<file path="src/rtl/bird_physics.sv">
// Vertical physics and game-state control for a flappy-style bird, stepped once per video frame.
// Position and velocity are fixed-point with FRAC fraction bits; BirdY is the integer part of the position.
module bird_physics #(
  parameter int          X_POS     = 160,
  parameter int          Y_START   = 240,
  parameter int          SIZE      = 4,
  parameter int          Y_MIN     = 0,
  parameter int          Y_MAX     = 479,
  parameter int          FRAC      = 2,
  parameter int          GRAVITY   = 1,
  parameter int          FLAP_VEL  = 16,
  parameter int          VMAX_FALL = 24,
  parameter logic [7:0]  FLAP_KEY  = 8'h44
) (
  input  logic              frame_clk,
  input  logic              Reset,
  input  logic [7:0]        keycode,
  input  logic              collide,
  output logic [9:0]        BirdX,
  output logic [9:0]        BirdY,
  output logic [9:0]        BirdS,
  output logic signed [7:0] Bird_Vy,
  output logic [1:0]        game_state,
  output logic              game_over
);

  localparam int PW = 10 + FRAC;
  localparam int CW = PW + 2;

  localparam logic [PW-1:0]        POS_START = PW'(Y_START << FRAC);
  localparam logic [PW-1:0]        POS_LAUNCH = PW'((Y_START << FRAC) - FLAP_VEL);
  localparam logic [PW-1:0]        POS_TOP   = PW'((Y_MIN + SIZE) << FRAC);
  localparam logic [PW-1:0]        POS_BOT   = PW'((Y_MAX - SIZE) << FRAC);
  localparam logic signed [CW-1:0] TOP_LIM   = CW'(Y_MIN + SIZE);
  localparam logic signed [CW-1:0] BOT_LIM   = CW'(Y_MAX - SIZE);
  localparam logic signed [7:0]    VEL_FLAP  = 8'(-FLAP_VEL);
  localparam logic signed [9:0]    VMAX_W    = 10'(VMAX_FALL);
  localparam logic signed [9:0]    GRAV_W    = 10'(GRAVITY);

  typedef enum logic [1:0] {
    S_IDLE = 2'b00,
    S_FLY  = 2'b01,
    S_DEAD = 2'b10
  } state_t;

  state_t               state_q, state_d;
  logic [PW-1:0]        pos_q, pos_d;
  logic signed [7:0]    vel_q, vel_d;
  logic                 key_prev_q, key_prev_d;
  logic                 game_over_q, game_over_d;

  logic                 key_now;
  logic                 flap_edge;
  logic signed [7:0]    vel_new;
  logic signed [CW-1:0] cand;
  logic signed [CW-1:0] cand_px;
  logic                 top_hit;
  logic                 bot_hit;

  // Gravity step with saturation at the terminal fall speed; done wide so v+GRAVITY never wraps.
  function automatic logic signed [7:0] fall_step(input logic signed [7:0] v);
    logic signed [9:0] s;
    s = {{2{v[7]}}, v} + GRAV_W;
    if (s > VMAX_W) fall_step = VMAX_W[7:0];
    else            fall_step = s[7:0];
  endfunction

  assign key_now   = (keycode == FLAP_KEY);
  assign flap_edge = key_now & ~key_prev_q;

  always_comb begin
    vel_new = flap_edge ? VEL_FLAP : fall_step(vel_q);
    cand    = $signed({2'b00, pos_q}) + $signed({{(CW-8){vel_new[7]}}, vel_new});
    cand_px = cand >>> FRAC;
    top_hit = (cand_px <= TOP_LIM);
    bot_hit = (cand_px >= BOT_LIM);
  end

  always_comb begin
    state_d    = state_q;
    pos_d      = pos_q;
    vel_d      = vel_q;
    key_prev_d = key_now;
    unique case (state_q)
      S_IDLE: begin
        pos_d = POS_START;
        vel_d = '0;
        if (flap_edge) begin
          state_d = S_FLY;
          pos_d   = POS_LAUNCH;
          vel_d   = VEL_FLAP;
        end
      end
      S_FLY: begin
        // Collision wins over everything; a boundary hit wins over the flap that caused it.
        if (collide) begin
          state_d = S_DEAD;
          vel_d   = '0;
        end else if (top_hit) begin
          state_d = S_DEAD;
          pos_d   = POS_TOP;
          vel_d   = '0;
        end else if (bot_hit) begin
          state_d = S_DEAD;
          pos_d   = POS_BOT;
          vel_d   = '0;
        end else begin
          pos_d = cand[PW-1:0];
          vel_d = vel_new;
        end
      end
      S_DEAD: begin
        if (flap_edge) begin
          state_d = S_IDLE;
          pos_d   = POS_START;
          vel_d   = '0;
        end
      end
      default: begin
        state_d = S_IDLE;
        pos_d   = POS_START;
        vel_d   = '0;
      end
    endcase
    game_over_d = (state_d == S_DEAD);
  end

  // key_prev resets high so a key held through reset cannot launch the bird.
  always_ff @(posedge frame_clk) begin
    if (Reset) begin
      state_q     <= S_IDLE;
      pos_q       <= POS_START;
      vel_q       <= '0;
      key_prev_q  <= 1'b1;
      game_over_q <= 1'b0;
    end else begin
      state_q     <= state_d;
      pos_q       <= pos_d;
      vel_q       <= vel_d;
      key_prev_q  <= key_prev_d;
      game_over_q <= game_over_d;
    end
  end

  assign BirdX      = 10'(X_POS);
  assign BirdS      = 10'(SIZE);
  assign BirdY      = pos_q[FRAC+9:FRAC];
  assign Bird_Vy    = vel_q;
  assign game_state = state_q;
  assign game_over  = game_over_q;

endmodule

</file>
<file path="config.mk">
export PLATFORM = sky130hd
export DESIGN_NAME = bird_physics
export DESIGN_NICKNAME = d
export VERILOG_FILES = /design/src/rtl/bird_physics.sv
export SDC_FILE = /design/constraint.sdc
export NUM_CORES = 1
export LEC_CHECK = 0
export ABC_CLOCK_PERIOD_IN_PS = 7700
export CAP_MARGIN = 20
export CORE_MARGIN = 5
export CORE_UTILIZATION = 56
export DETAILED_ROUTE_END_ITERATION = 6
export PLACE_DENSITY = 0.87
export SETUP_SLACK_MARGIN = 0.2
export SKIP_LAST_GASP = 1
export SLEW_MARGIN = 20
export SYNTH_ARGS = -nofsm -noshare
export SYNTH_HDL_FRONTEND = slang
export SYNTH_SLANG_ARGS = --single-unit
</file>
<file path="constraint.sdc">
create_clock -name frame_clk -period 7.7 [get_ports frame_clk]
set_input_delay 1.54 -clock frame_clk [delete_from_list [all_inputs] [get_ports frame_clk]]
set_output_delay 1.54 -clock frame_clk [all_outputs]
set_load 0.1 [all_outputs]
</file>
==> summary.md <==
| Metric | Value |
|---|---|
| Post-DRT Antenna Nets | `0` |
| Gpl congestion | `roughly 0.93` |
| Sequential-to-total area share from yosys stat | `approximately 20%` |
| DRT Pass-1 Iters | `4` |
| VDD IR max | `between 0.1 and 0.15 mV` |
| Global route hottest layer | `met2` |
| # IOs | `52` |
| Max_slew headroom | `~34%` |
| Worst Skew | `around 0.0018 ns` |
| Ys Warns | `0` |
| First-pass GRT wire length | `a little under 9 mm` |
| Synth Area per Inst | `approximately 8.3 µm²` |
| Met2 usage | `approximately a third` |
| Syn-to-layout area delta | `9.24%` |
| Root buffer cell | `clkbuf_8` |
| Final Max Slew Viols | `0` |
| Initial antenna violation count | `0` |
| Core footprint | `4060 µm²` |
| Setup WS pre-CTS | `1.71 ns` |
| Max Cap Violations | `0` |
| Post-synth EDFFs | `0` |
| Port Buffers | `31` |
| CP required | `approximately 7.9 ns` |
| Vias per cell | `slightly above 6` |
| Met3 Use GR | `under 10%` |
| PwrDens | `around 100 nW/µm²` |
| Post-CTS resize count | `0` |
| Post-layout min period | `5.74 ns` |
| Post-DP HPWL | `about 4.2 mm` |
| Synth cell types | `71` |
| Starting Density | `about three fifths` |
| Clk buf depth | `2` |
| # setup viols final | `0` |
| CTS Buf Count | `3` |
| Rows | `23` |
| Least-Margin Pin Slew | `just under 1 ns` |
| Register bit total from synthesis | `24` |
| FFs w/ async S/R, synth | `0%` |
| Setup TNS | `0 ns` |
| Post-CTS Hold Buffers | `0` |
| Grt met1 use | `27.3%` |
| Crit end category | `flip-flop` |
| Critical path type | `input pin to flip-flop` |
| Congestion Overflow GR | `0` |
| Final hold vios | `0` |
| Post-layout net count | `327` |
| Layout cells sized above 1 | `9.40%` |
| Worst setup SP type | `input pin` |
| Die area | `5630 µm²` |
| Die width | `75.0 µm` |
| WP data arrival | `about 5.9 ns` |
| Crit-path max FO | `11` |
| Vias in the first global route | `approximately 1.9k` |
| Final setup margin | `1.96 ns` |
| Via count | `around 2.1k` |
| Largest net degree at the start of global routing | `17` |
| Sink Count | `24` |
| 1st-iter DRT viols | `~160` |
| Worst-skew pair later-pin latency | `approximately 0.27 ns` |
| Worst Hold Class | `flip-flop to flip-flop` |
| H-tree levels | `1` |
| Setup bufs post-CTS | `0` |
| Clock tree from TritonCTS | `built` |
| Post-Synthesis Cells | `around 280` |
| # DRC | `0` |
| Synth Cell Area | `about 2400 µm²` |
| Total track usage | `about a fifth` |
| Clock transition at path regs | `~0.080 ns` |
| Final worst-path cycle share | `approximately three quarters` |
| Final wirelength | `about 5.4 mm` |
| Ant. Diodes | `0` |
| FMAX | `approximately 170 MHz` |
| Synth Flop Type | `dfxtp_1` |
| Die height | `75.0 µm` |
| RSZ-0062 raised after global routing | `false` |
| Status | `finished clean` |
| Lkg Pwr | `~0.0010 µW` |
| Avg WL per Cell | `roughly 16 µm` |
-- layout make-up --
cell class / count / area, µm²
Clock buffer: 4 / 55.1
Fill cell: 358 / 1470
Inverter: 10 / 37.5
Multi-Input combinational cell: 229 / 1640
Timing Repair Buffer: 31 / 310
Sequential cell: 24 / 480
Tap cell: 50 / 62.6
-- registers in the layout, summed over array words and instances (netlist names) --
name	count
pos_q	12
Bird_Vy	8
game_state	2
game_over	1
key_prev_q	1
-- power by group --
group / leakage (µW) / switching, µW / internal (µW)
clock: 0.0000288 / 39.3 / 45.7
sequential: 0.000194 / 0.144 / 124
combinational: 0.000810 / 47.0 / 6.28
-- cell usage after synthesis, types with 3 or more instances --
library cell | number | area (µm²)
o21ba_2 | 3 | 30.0
nor4_1 | 3 | 18.8
o22a_1 | 3 | 26.3
nor2b_1 | 5 | 31.3
o211ai_1 | 3 | 22.5
nand3_1 | 5 | 25.0
nand3b_1 | 4 | 30.0
a21oi_1 | 25 | 125
ha_1 | 16 | 200
nand2_1 | 19 | 71.3
nor3_1 | 6 | 30.0
nor2_1 | 22 | 82.6
inv_1 | 10 | 37.5
nand2b_1 | 4 | 25.0
o2bb2ai_1 | 4 | 35.0
a21o_1 | 3 | 22.5
a22o_2 | 3 | 30.0
dfxtp_1 | 24 | 480
buf_4 | 31 | 233
o21ai_0 | 8 | 40.0
xnor2_1 | 5 | 43.8
xor2_1 | 6 | 52.6
or3_1 | 3 | 18.8
clkbuf_2 | 3 | 15.0
-- placed cells by master (no fill, tap or decap), types with 4 or more instances in the layout --
| master | n |
|---|---|
| o21ai_0 | 8 |
| clkdlybuf4s50_1 | 31 |
| o2bb2ai_1 | 4 |
| nor2b_1 | 5 |
| xnor2_1 | 5 |
| nand2b_1 | 4 |
| conb_1 | 20 |
| xor2_1 | 6 |
| dfxtp_1 | 24 |
| nand3b_1 | 4 |
| ha_1 | 16 |
| clkbuf_8 | 4 |
| nor3_1 | 6 |
| nand3_1 | 5 |
| inv_1 | 10 |
| nor2_1 | 22 |
| a21oi_1 | 25 |
| nand2_1 | 19 |
-- worst max-delay path: stages --
cell and delay, ns:
clkdlybuf4s50_1 0.44, nor4bb_1 0.34, nand3b_1 0.41, nand2_1 0.24, nor2_1 0.08, ha_1 0.25
inv_1 0.08, fa_1 0.25, nor2b_4 0.07, o31a_1 0.29, o21a_1 0.25, a2111oi_4 0.39
o211ai_2 0.22, a2111oi_4 0.60, nor2_1 0.20, a22o_1 0.24
-- stage by stage --
stage                     instance area, µm²  utilization, %  hold slack [ns]  total power [µW]  cells
final                                   2590            63.8            0.489               263    348
after global routing                    2590            63.8            0.527               272    348
after floorplan                         2440               -            0.449               182    302
after CTS                               2590            63.8            0.491               265    348
after global placement                  2530            62.4            0.464               180    344
after detailed placement                2530            62.4            0.471               180    344
-- cells by family after synthesis --
| kind of cell | Yosys count | synth area share, % |
|---|---|---|
| DFF | 24 | 20.3 |
| adders and majority gates | 17 | 9.30 |
| and+or+nand+nor | 90 | 21.2 |
| other | 2 | 0.317 |
| buffers and inverters | 49 | 13.3 |
| xor gates and xnor gates | 11 | 4.07 |
| muxes | 3 | 1.37 |
| AOI/OAI and AO/OA | 88 | 30.2 |
-- layer usage --
metal	vias to the layer above	routed length, µm	share of wire, %
met5	-	0	0
met3	8	375	6.9
li1	1030	-	-
met1	984	2340	43
met2	79	2630	49
met4	0	61	1.1
-- final timing paths --
kind                                 start   endpoint  slack [ns]  depth (start not counted)
worst min register to register   pos_q[11]  pos_q[11]        0.49                          2
worst min-delay path             pos_q[11]  pos_q[11]        0.49                          2
worst max-delay path            keycode[2]   pos_q[1]        1.96                         16
worst max register to register  Bird_Vy[0]   pos_q[1]        2.50                         19
(Power assumes the default switching activity.)
